==> config.mk <==
export PLATFORM = sky130hd
export DESIGN_NAME = display_arbiter
export DESIGN_NICKNAME = d
export VERILOG_FILES = /design/src/rtl/display_pkg.sv /design/src/rtl/rr_picker.sv /design/src/rtl/display_arbiter.sv
export SDC_FILE = /design/constraint.sdc
export NUM_CORES = 1
export LEC_CHECK = 0
export CORE_AREA = 4 4 71 73
export CTS_BUF_LIST = sky130_fd_sc_hd__clkbuf_8 sky130_fd_sc_hd__clkbuf_16
export DETAILED_ROUTE_END_ITERATION = 12
export DIE_AREA = 0 0 75 77
export PLACE_DENSITY_LB_ADDON = 0.12
export SYNTH_ARGS = -nofsm -noshare
export SYNTH_HDL_FRONTEND = slang
export SYNTH_SLANG_ARGS = --single-unit
export TNS_END_PERCENT = 30
==> constraint.sdc <==
create_clock -name clk -period 6.52 [get_ports clk]
set_input_delay 1.956 -clock clk [delete_from_list [all_inputs] [get_ports clk]]
set_output_delay 1.956 -clock clk [all_outputs]
set_load 0.01 [all_outputs]
==> src/rtl/display_pkg.sv <==
// Shared constants and state encoding for the display arbiter.
// Imported by the arbiter top and its round-robin picker.
package display_pkg;

    localparam int COUNT_W = 20;
    localparam int VALUE_W = 8;

    typedef enum logic [1:0] {
        ST_IDLE = 2'd0,
        ST_SHOW = 2'd1,
        ST_GAP  = 2'd2
    } state_t;

endpackage

==> src/rtl/rr_picker.sv <==
// Combinational round-robin selector.
// Scans req from ptr upward with wrap; the first set bit wins.
module rr_picker #(
    parameter int NUM_REQ = 4
) (
    input  logic [NUM_REQ-1:0] req,
    input  logic [1:0]         ptr,
    output logic               found,
    output logic [1:0]         winner
);

    logic [2:0] sum;
    logic [1:0] idx;

    // Scan from the farthest offset down so the nearest hit to ptr wins.
    always_comb begin
        found  = 1'b0;
        winner = 2'd0;
        sum    = 3'd0;
        idx    = 2'd0;
        for (int i = NUM_REQ - 1; i >= 0; i--) begin
            sum = {1'b0, ptr} + 3'(i);
            if (sum >= 3'(NUM_REQ)) begin
                sum = sum - 3'(NUM_REQ);
            end
            idx = sum[1:0];
            if (req[idx]) begin
                found  = 1'b1;
                winner = idx;
            end
        end
    end

endmodule

==> src/rtl/display_arbiter.sv <==
// Round-robin owner of a shared 4-digit seven-segment display.
// Enforces a minimum dwell per owner and a dark gap between owners.
module display_arbiter
    import display_pkg::*;
#(
    parameter int NUM_REQ      = 4,
    parameter int DWELL_CYCLES = 1000000,
    parameter int GAP_CYCLES   = 1000
) (
    input  logic                       clk,
    input  logic                       rst,
    input  logic [NUM_REQ-1:0]         req,
    input  logic [VALUE_W*NUM_REQ-1:0] value_flat,
    output logic [NUM_REQ-1:0]         grant,
    output logic [1:0]                 owner,
    output logic [VALUE_W-1:0]         disp_value,
    output logic                       disp_blank,
    output logic                       switch_pulse
);

    localparam logic [COUNT_W-1:0] DWELL_LAST = COUNT_W'(DWELL_CYCLES - 1);
    localparam logic [COUNT_W-1:0] GAP_LAST   = COUNT_W'(GAP_CYCLES - 1);

    state_t               state;
    state_t               state_n;
    logic [COUNT_W-1:0]   count;
    logic [COUNT_W-1:0]   count_n;
    logic [1:0]           ptr;
    logic [1:0]           ptr_n;
    logic [NUM_REQ-1:0]   grant_n;
    logic [1:0]           owner_n;
    logic [VALUE_W-1:0]   value_n;
    logic                 blank_n;
    logic                 pulse_n;
    logic                 launch;

    logic                 found;
    logic [1:0]           winner;
    logic [NUM_REQ-1:0]   winner_grant;
    logic [VALUE_W-1:0]   winner_value;
    logic [VALUE_W-1:0]   owner_value;
    logic [1:0]           ptr_adv;
    logic                 owner_req;
    logic                 others;

    rr_picker #(
        .NUM_REQ (NUM_REQ)
    ) u_picker (
        .req    (req),
        .ptr    (ptr),
        .found  (found),
        .winner (winner)
    );

    assign winner_grant = NUM_REQ'(1) << winner;
    assign winner_value = value_flat[int'(winner)*VALUE_W +: VALUE_W];
    assign owner_value  = value_flat[int'(owner)*VALUE_W +: VALUE_W];
    assign ptr_adv      = (winner == 2'(NUM_REQ - 1)) ? 2'd0 : winner + 2'd1;
    assign owner_req    = req[owner];
    assign others       = |(req & ~grant);

    // Next-state and next-output logic; launch starts a new ownership.
    always_comb begin
        state_n = state;
        count_n = count;
        ptr_n   = ptr;
        grant_n = grant;
        owner_n = owner;
        value_n = disp_value;
        blank_n = disp_blank;
        pulse_n = 1'b0;
        launch  = 1'b0;
        unique case (state)
            ST_IDLE: begin
                grant_n = '0;
                blank_n = 1'b1;
                launch  = found;
            end
            ST_SHOW: begin
                value_n = owner_value;
                if (!owner_req || (count == DWELL_LAST && others)) begin
                    state_n = ST_GAP;
                    grant_n = '0;
                    blank_n = 1'b1;
                    count_n = '0;
                end else if (count != DWELL_LAST) begin
                    count_n = count + 1'b1;
                end
            end
            ST_GAP: begin
                grant_n = '0;
                blank_n = 1'b1;
                if (count == GAP_LAST) begin
                    count_n = '0;
                    if (found) begin
                        launch = 1'b1;
                    end else begin
                        state_n = ST_IDLE;
                    end
                end else begin
                    count_n = count + 1'b1;
                end
            end
            default: begin
                state_n = ST_IDLE;
                grant_n = '0;
                blank_n = 1'b1;
                count_n = '0;
            end
        endcase
        if (launch) begin
            state_n = ST_SHOW;
            grant_n = winner_grant;
            owner_n = winner;
            value_n = winner_value;
            blank_n = 1'b0;
            count_n = '0;
            pulse_n = 1'b1;
            ptr_n   = ptr_adv;
        end
    end

    // State, counter, pointer and registered outputs with sync reset.
    always_ff @(posedge clk) begin
        if (!rst) begin
            state        <= ST_IDLE;
            count        <= '0;
            ptr          <= 2'd0;
            grant        <= '0;
            owner        <= 2'd0;
            disp_value   <= '0;
            disp_blank   <= 1'b1;
            switch_pulse <= 1'b0;
        end else begin
            state        <= state_n;
            count        <= count_n;
            ptr          <= ptr_n;
            grant        <= grant_n;
            owner        <= owner_n;
            disp_value   <= value_n;
            disp_blank   <= blank_n;
            switch_pulse <= pulse_n;
        end
    end

endmodule

==> impl_results.md, run 1 <==
* RSZ-0062 raised after global routing: no
* Main synth FF type: dfxtp_1
* GRT overflow at 0
* N_diodes at 0
* Ports at 54
* Vias in the first global route at 1,977
* Register area share after synthesis at 0.357
* Pint at 0.487 mW
* Design Power at 0.693 mW
* Number of max-cap violations at 0
* Nets@finish at 353
* Synth cell types at 47
* DR iter-0 viols at 86
* Tmin final at 4.47 ns
* Hold path cells at 2
* Design area at 2910 µm²
* Detail Route Antenna Nets at 0
* Mapped Nets at 300
* Main combinational cell family by area after synthesis: simple AND/OR/NAND/NOR gates
* CTS buffer count at 5
* Yosys reg bits at 40
* Die ar. at 5780 µm²
* CTS resizes at 0
* Global placement routability congestion at 0.867
* CP Max Fanout at 11
* Hold_buf cts at 0
* Final wirelength at 5140 µm
* Syn Area/Cell at 8.83 µm²
* Share of cells above drive strength 1 at 0.0552
* Busiest grt layer: met2
* Syn-to-layout area delta at 29.6%
* Clock buffer depth at 2
* Core area at 4350 µm²
* Setup Skew at 0.00790 ns
* Max-slew headroom at 0.323
* Cells on worst reg2reg path at 6
* CTS tree: done
* Area post-placement at 2800 µm²
* Gate power share at 0.305
* Type of destination of the critical path: flip-flop
* Initial antenna violation count at 0
* Achievable Freq at 0.224 GHz
* Final hold vios at 0
* Run status: completed
* H-tree Lvls at 2
* Met1 Usage GRT at 0.262
* Post-synthesis xor/xnor area fraction at 0.0625
* Drt via density at 5.54
* EDFF count, synth at 0
* Final setup fails at 0
* PD cells at 238 nW/µm²
* Post-synth top area share at 0.357
* Leakage at 1.16 nW
* Synth warn at 0
* Gate Count Post-Synth at 254
* Met2 Usage GRT at 0.296
* WS Path Type: input pin to flip-flop
* CTS Root Cell: clkbuf_8
* Peak supply drop at 0.173 mV
* Clk sink count at 40
* Die Y at 77 µm
* Reg power frac at 0.412
* Post-synthesis compound-gate area fraction at 0.162
* Filler cells at 358
* Fin. max-slew vios at 0
* Psw at 0.206 mW
* Largest net degree at the start of global routing at 20
* Number of vias after detailed routing at 1,996
* Critical Path RT at 6.67 ns
* Multiplexer share of the synthesized area at 0.0915
* # DRC at 0
* Row count at 24
* Crit share post-route at 0.686
* Sw frac at 0.297
* Total track usage at 0.196
* Avg WL per Cell at 14.3 µm
* Simple-gate portion of the synthesized area at 0.253
* Synth top area cells: dfxtp_1 36%, mux2i_1 7.1%, xor2_1 5.9%
* Die extent in x at 75 µm
* # port buffers at 53
* Placed Cells at 352
* Postcts setup bufs at 0
* Non-Filler Instances at 360
* Clock share of power at 0.284
* Mapped cell area at 2240 µm²
* Adder-Cell Fraction of Synth Area at 0.0446
* Worst hold path class: flip-flop to flip-flop
* Worst skew pair latency at 0.29 ns
* Synth area leader: dfxtp_1
* M3 GR Usage at 0.0693
* Worst endpoint data arrival time at 4.62 ns
* Detail Placement HPWL at 3840 µm
* Ys async rst share at 0
* Least-Margin Pin Slew at 1.01 ns
* CP Launch Type: input pin
* Global-route wire length before repair at 9040 µm
* Setup TNS at 0 ns
* Clk pin slew, worst setup/hold paths at 0.07 ns
* Starting Density at 0.515
* 1st-pass router iterations at 4
==> layout by cell type (no fill, tap or decap), types with 2 or more instances in the layout <==
master,n
nand3_1,15
a21boi_0,8
and3_1,4
nand4_1,4
o2111ai_1,3
o221ai_1,8
nor4_1,3
a21o_1,5
nor2_1,24
clkdlybuf4s50_1,53
mux2i_1,16
nor3_1,4
clkbuf_8,5
a211oi_1,2
nor3b_1,3
inv_1,8
or2_2,2
dfxtp_1,40
ha_1,8
and4_1,2
a21oi_1,10
nand2_1,29
o21ai_0,5
nand2b_1,6
xor2_1,15
and2_1,2
nor2b_1,4
==> critical path, stage by stage <==
cell and delay [ns]:
clkdlybuf4s50_1 0.54, o41ai_1 0.48, nor4_1 0.13, a21oi_1 0.66
nor2_1 0.08, o21ai_1 0.55, o221ai_1 0.22
==> logic make-up (layout without fill, tap and decap cells) <==
family                   after synthesis  after routing
AND/OR/NAND/NOR                      109            109
AO/OA/AOI/OAI                         49             49
flip-flops                            40             40
multiplexers                          18             18
XOR/XNOR                              16             16
buffers and inverters                 14             68
adder cells (fa/ha/maj)                8              8
==> path summary, 6_finish.rpt <==
| kind | start | end | slack (ns) |
|---|---|---|---|
| min | disp_value[6] | disp_value[6] | 0.46 |
| min reg2reg | disp_value[6] | disp_value[6] | 0.46 |
| max reg2reg | count[11] | disp_value[7] | 3.72 |
| max | req[3] | disp_value[7] | 2.05 |
==> final cells by class <==
type / count / area [µm²] / share of cell area
multi-input combinational: 200 / 1380 / 0.474
sequential: 40 / 801 / 0.276
timing repair buffer: 53 / 531 / 0.183
clock buffer: 5 / 68.8 / 0.0237
tap: 52 / 65.1 / 0.0224
clock inverter: 3 / 38.8 / 0.0133
inverter: 7 / 26.3 / 0.00904
==> routing by layer <==
metal  part of all wire  vias to the layer above
met2               0.48                       40
li1                   -                     1025
met4             0.0097                        0
met3              0.055                        5
met1               0.46                      926
met5                  0                        -
==> power groups by stage <==
stage	registers [mW]	logic (mW)	clock network, mW
3_5_place_dp	0.291	0.212	0
4_1_cts	0.285	0.214	0.204
2_1_floorplan	0.297	0.121	0
5_1_grt	0.289	0.235	0.213
3_3_place_gp	0.290	0.211	0
6_report	0.285	0.211	0.197
==> Yosys cell counts, types with 2 or more instances <==
| library cell | count |
|---|---|
| nand2_1 | 29 |
| dfxtp_1 | 40 |
| nor2b_1 | 4 |
| nand4_1 | 4 |
| nor2_1 | 24 |
| a21boi_0 | 8 |
| ha_1 | 8 |
| or2_2 | 2 |
| mux2i_1 | 16 |
| o221ai_1 | 8 |
| o21ai_0 | 5 |
| and4_1 | 2 |
| nand2b_1 | 6 |
| a21o_1 | 5 |
| and2_1 | 2 |
| nor4_1 | 3 |
| buf_2 | 4 |
| inv_1 | 7 |
| nor3_1 | 4 |
| a211oi_1 | 2 |
| nand3_1 | 15 |
| a21oi_1 | 10 |
| o2111ai_1 | 3 |
| and3_1 | 4 |
| xor2_1 | 15 |
| nor3b_1 | 3 |
==> sequential cells by signal, indices dropped and copies added (netlist names) <==
name,count
count,20
disp_blank,1
disp_value,8
grant,4
owner,2
ptr,2
state,2
switch_pulse,1
==> stage by stage <==
| step | utilization | worst slack (ns) | hold WS (ns) |
|---|---|---|---|
| 3_3_place_gp | 0.643 | 1.70 | 0.443 |
| 6_report | 0.668 | 2.05 | 0.463 |
| 5_1_grt | 0.668 | 1.70 | 0.512 |
| 2_1_floorplan | - | 2.91 | 0.472 |
| 4_1_cts | 0.668 | 2.08 | 0.466 |
| 3_5_place_dp | 0.643 | 1.75 | 0.449 |
No activity file was read; power rests on OpenSTA's default activity.
==> run 2: changes to the inputs <==
Settings changed: CORE_AREA 4 4 71 73 to 4 4 76 78, DIE_AREA 0 0 75 77 to 0 0 80 82.
Clock period 6.52 ns to 3.6 ns, I/O delays scaled along.
==> impl_results.md, run 2 (synthesis results as in run 1) <==
* Run status: completed
* Crit share post-route at 0.888
* Row count at 26 (+8.3%)
* Placed Cells at 377 (+7.1%)
* Worst skew pair latency at 0.29 ns (about the same)
* Die extent in x at 80 µm (+6.7%)
* 1st-pass router iterations at 4 (unchanged)
* Final hold vios at 0 (unchanged)
* Number of max-cap violations at 0 (unchanged)
* Clk sink count at 40 (unchanged)
* Worst endpoint data arrival time at 3.34 ns (-1.28 ns)
* Vias in the first global route at 2,012 (+1.8%)
* Crit path max-delay cell type: clkdlybuf4s50_1
* Fin. max-slew vios at 0 (unchanged)
* Top flop regs: count: 20 flops, disp_value: 8 flops, grant: 4 flops
* PD cells at 409 nW/µm² (+72%)
* DP Worst Slack at 0.102 ns (-1.65 ns)
* CTS buffer count at 5 (unchanged)
* WS Path Type: input pin to flip-flop
* CP Max Fanout at 13 (+2)
* Most frequent cells in the layout: 53 x clkdlybuf4s50_1, 40 x dfxtp_1, 29 x nand2_1
* # DRC at 0 (unchanged)
* Final setup margin at 0.405 ns (-1.64 ns)
* Achievable Freq at 0.313 GHz
* Critical Path RT at 3.74 ns (-2.93 ns)
* Worst path cell trace: clkdlybuf4s50_1 -> o41ai_1 -> nor4_1 -> a21o_4 -> nor3b_1 -> o21ai_1 -> o221ai_1
* Total track usage at 0.179 (-0.0175)
* Type of destination of the critical path: flip-flop
* Least-Margin Pin Slew at 0.793 ns (-0.220 ns)
* # port buffers at 53 (unchanged)
* Postcts setup bufs at 0 (unchanged)
* Global-route wire length before repair at 9330 µm (+3.2%)
* Detail Placement HPWL at 4010 µm (+4.4%)
* Final design utilization at 0.587 (-0.0810)
* Starting Density at 0.442 (-0.0731)
* Biggest register: count
* RSZ-0062 raised after global routing: no
* GRT overflow at 0 (unchanged)
* Design Power at 1.22 mW (+76%)
* Clk pin slew, worst setup/hold paths at 0.07 ns (about the same)
* Global placement routability congestion at 0.783 (-9.7%)
* Initial antenna violation count at 0 (unchanged)
* Detail Route Antenna Nets at 0 (unchanged)
* Area post-placement at 2900 µm² (+3.6%)
* Syn-to-layout area delta at 32.8%
* Hold_buf cts at 0 (unchanged)
* DR iter-0 viols at 66 (-23%)
* CP Launch Type: input pin
* Share of cells above drive strength 1 at 0.0732 (+0.0181)
* Peak supply drop at 0.256 mV (+48%)
* Max-slew headroom at 0.469 (+0.146)
* Worst hold path class: flip-flop to flip-flop
* CTS Root Cell: clkbuf_8
* Final wirelength at 5350 µm (+4.1%)
* CTS resizes at 0 (unchanged)
* Setup TNS at 0 ns (unchanged)
* Most common cell after layout, fill and taps aside: clkdlybuf4s50_1
* Nets@finish at 360 (+2.0%)
* N_diodes at 0 (unchanged)
* Final setup fails at 0 (unchanged)
* Tmin final at 3.20 ns
* Drt via density at 5.30 (-4.4%)
* Final hold slack at 0.471 ns (+0.00782 ns)
* CTS tree: done
* Leakage at 1.19 nW (+2.5%)
* Setup Skew at 0.00967 ns (+0.00178 ns)
* Largest net degree at the start of global routing at 20 (unchanged)
* Avg WL per Cell at 13.9 µm (-2.4%)
* Die ar. at 6560 µm² (+14%)
* Max reg flops at 20 (unchanged)
* Clock buffer depth at 2 (unchanged)
* Number of vias after detailed routing at 2,035 (+2.0%)
* Core area at 5070 µm² (+17%)
* Design area at 2980 µm² (+2.4%)
* Non-Filler Instances at 384 (+6.7%)
* H-tree Lvls at 2 (unchanged)
* Slowest stage delay, CP at 0.62 ns (-0.04 ns)
* Ports at 54 (unchanged)
* Die Y at 82 µm (+6.5%)
==> run 2: routing by layer <==
metal | part of all wire | vias up | track usage
li1 | - | 1038 | -
met1 | 0.45 | 942 | 0.215
met2 | 0.47 | 46 | 0.300
met3 | 0.064 | 9 | 0.0625
met4 | 0.015 | 0 | 0.0574
met5 | 0 | - | 0
==> run 2: worst max-delay path: cells and delay by family <==
family / cells / cell delay, ns
AOI/OAI and AO/OA: 4 / 1.15
buffers and inverters: 1 / 0.62
and+or+nand+nor: 2 / 0.48
==> run 2: final timing paths <==
check / start / to / slack (ns) / cells past startpoint
max: req[3] / disp_value[2] / 0.40 / 7
min: disp_value[5] / disp_value[5] / 0.47 / 2
max reg2reg: count[6] / count[4] / 1.09 / 6
min reg2reg: disp_value[5] / disp_value[5] / 0.47 / 2
==> run 2: final cells by class <==
class                   instances  area (µm²)
well taps                      70        87.6
fillers                       480        2100
clock buffers                   5        68.8
inverters                       7        26.3
multi-input cells             200        1380
flip-flops and latches         40         801
clock inverters                 2        8.76
repair buffers                 60         608
==> run 2: power breakdown <==
part | internal [mW] | switching (mW) | total (mW)
Combinational | 0.223 | 0.195 | 0.418
Clock | 0.129 | 0.152 | 0.281
Sequential | 0.486 | 0.0320 | 0.518
Total | 0.838 | 0.379 | 1.22
==> run 3: changes to the inputs <==
Settings changed: CORE_AREA 4 4 76 78 to 4 4 71 73, DIE_AREA 0 0 80 82 to 0 0 75 77, HOLD_SLACK_MARGIN set to 0.15.
Clock period 3.6 ns to 4.1 ns, I/O delays scaled along.
==> impl_results.md, run 3 (synthesis results as in run 1) <==
* Largest net degree at the start of global routing at 19 (-5.0%)
* Design Power at 1.14 mW (-6.6%)
* Type of destination of the critical path: flip-flop
* # port buffers at 53 (unchanged)
* Clock buffer depth at 2 (unchanged)
* # DRC at 0 (unchanged)
* Final setup fails at 0 (unchanged)
* Design area at 2950 µm² (-0.84%)
* Worst endpoint data arrival time at 3.58 ns (+0.24 ns)
* Fin. max-slew vios at 0 (unchanged)
* Area post-placement at 2840 µm² (-2.2%)
* H-tree Lvls at 2 (unchanged)
* Detail Route Antenna Nets at 0 (unchanged)
* Clk sink count at 40 (unchanged)
* Tmin final at 3.41 ns
* Worst hold path class: flip-flop to flip-flop
* Max reg flops at 20 (unchanged)
* Most common cell after layout, fill and taps aside: clkdlybuf4s50_1
* PD cells at 385 nW/µm² (-5.8%)
* Setup Skew at 0.00551 ns (-0.00416 ns)
* Hold endpoint: disp_value[1]
* GRT overflow at 0 (unchanged)
* Vias in the first global route at 1,972 (-2.0%)
* Total track usage at 0.196 (+0.0173)
* Cells on worst reg2reg path at 7 (+1)
* Die Y at 77 µm (-6.1%)
* Final wirelength at 5420 µm (+1.3%)
* Postcts setup bufs at 0 (unchanged)
* Achievable Freq at 0.293 GHz
* Starting Density at 0.515 (+0.0731)
* CTS tree: done
* Filler cells at 347 (-28%)
* Final hold vios at 0 (unchanged)
* CP Max Fanout at 17 (+4)
* 1st-pass router iterations at 5 (+1)
* Peak supply drop at 0.367 mV (+43%)
* Hold_buf cts at 0 (unchanged)
* Row count at 24 (-7.7%)
* Biggest register: count
* Detail Placement HPWL at 4010 µm (about the same)
* WS Path Type: input pin to flip-flop
* CTS Root Cell: clkbuf_8
* Leakage at 1.18 nW (-0.85%)
* Hold path cells at 2 (unchanged)
* N_diodes at 0 (unchanged)
* Number of max-cap violations at 0 (unchanged)
* Number of vias after detailed routing at 2,080 (+2.2%)
* Critical Path RT at 4.27 ns (+0.53 ns)
* RSZ-0062 raised after global routing: no
* R2R setup slack at 1.54 ns (+0.45 ns)
* Worst r2r dst: disp_value[7]
* Top flop regs: count: 20 flops, disp_value: 8 flops, grant: 4 flops
* Hold Startpoint: disp_value[1]
* Initial antenna violation count at 0 (unchanged)
* CTS buffer count at 5 (unchanged)
* Syn-to-layout area delta at 31.6%
* Least-Margin Pin Slew at 0.772 ns (-0.0210 ns)
* Reg-to-reg critical path startpoint: count[11]
* DR iter-0 viols at 102 (+55%)
* Die ar. at 5780 µm² (-12%)
* Core area at 4350 µm² (-14%)
* Drt via density at 5.70 (+7.5%)
* Crit share post-route at 0.831
* Global-route wire length before repair at 9110 µm (-2.4%)
* Max-slew headroom at 0.482 (+0.0133)
* Setup TNS at 0 ns (unchanged)
* Worst skew pair latency at 0.29 ns (about the same)
* Share of cells above drive strength 1 at 0.0735 (+0.000234)
* CTS resizes at 0 (unchanged)
* Most frequent cells in the layout: 53 x clkdlybuf4s50_1, 40 x dfxtp_1, 29 x nand2_1
* Avg WL per Cell at 14.8 µm (+6.5%)
* Die extent in x at 75 µm (-6.3%)
* Ports at 54 (unchanged)
* Run status: completed
* Nets@finish at 358 (-0.56%)
* Clk pin slew, worst setup/hold paths at 0.08 ns (about the same)
* CP Launch Type: input pin
* Global placement routability congestion at 0.838 (+6.9%)
run 3: worst max-delay path by stage:
stage | start | to | slack [ns]
finish | req[3] | disp_value[7] | 0.69
global route | req[0] | disp_value[4] | 0.53
CTS | req[0] | disp_value[7] | 0.69
detailed placement | req[0] | disp_value[7] | 0.37
global placement | req[3] | disp_value[5] | 0.51
floorplan | req[3] | disp_value[0] | 1.22
run 3: area by class of cell:
| cell class | instances | area, µm² | area share |
|---|---|---|---|
| Clock buffer | 5 | 68.8 | 0.0233 |
| Clock inverter | 3 | 46.3 | 0.0157 |
| Inverter | 7 | 26.3 | 0.00890 |
| Multi-Input combinational cell | 200 | 1380 | 0.466 |
| Sequential cell | 40 | 801 | 0.271 |
| Tap cell | 52 | 65.1 | 0.0220 |
| Timing Repair Buffer | 58 | 568 | 0.192 |
run 3: critical path, cell delays in order:
cell,delay [ns]
clkdlybuf4s50_1,0.61
o41ai_1,0.15
nor4_1,0.40
a21o_4,0.28
mux2i_4,0.23
buf_4,0.30
mux2i_1,0.24
o221ai_1,0.13
run 3: per-layer routing:
metal	part of all wire	routed length (µm)	global-route usage
met1	0.44	2390	0.262
met2	0.50	2720	0.307
met3	0.047	255	0.0523
met4	0.011	57	0.0534
met5	0	0	0
run 3: per-stage QoR:
step	hold WS (ns)	utilization	instances	worst slack, ns
finish	0.478	0.678	365	0.691
global route	0.512	0.678	365	0.535
CTS	0.482	0.678	365	0.692
detailed placement	0.455	0.651	357	0.373
global placement	0.446	0.651	357	0.511
floorplan	0.472	-	254	1.22
run 3: power by group:
group | switching, mW | leakage, nW | internal, mW
combinational | 0.170 | 0.800 | 0.180
sequential | 0.0274 | 0.326 | 0.427
clock | 0.149 | 0.0548 | 0.183
total | 0.347 | 1.18 | 0.790
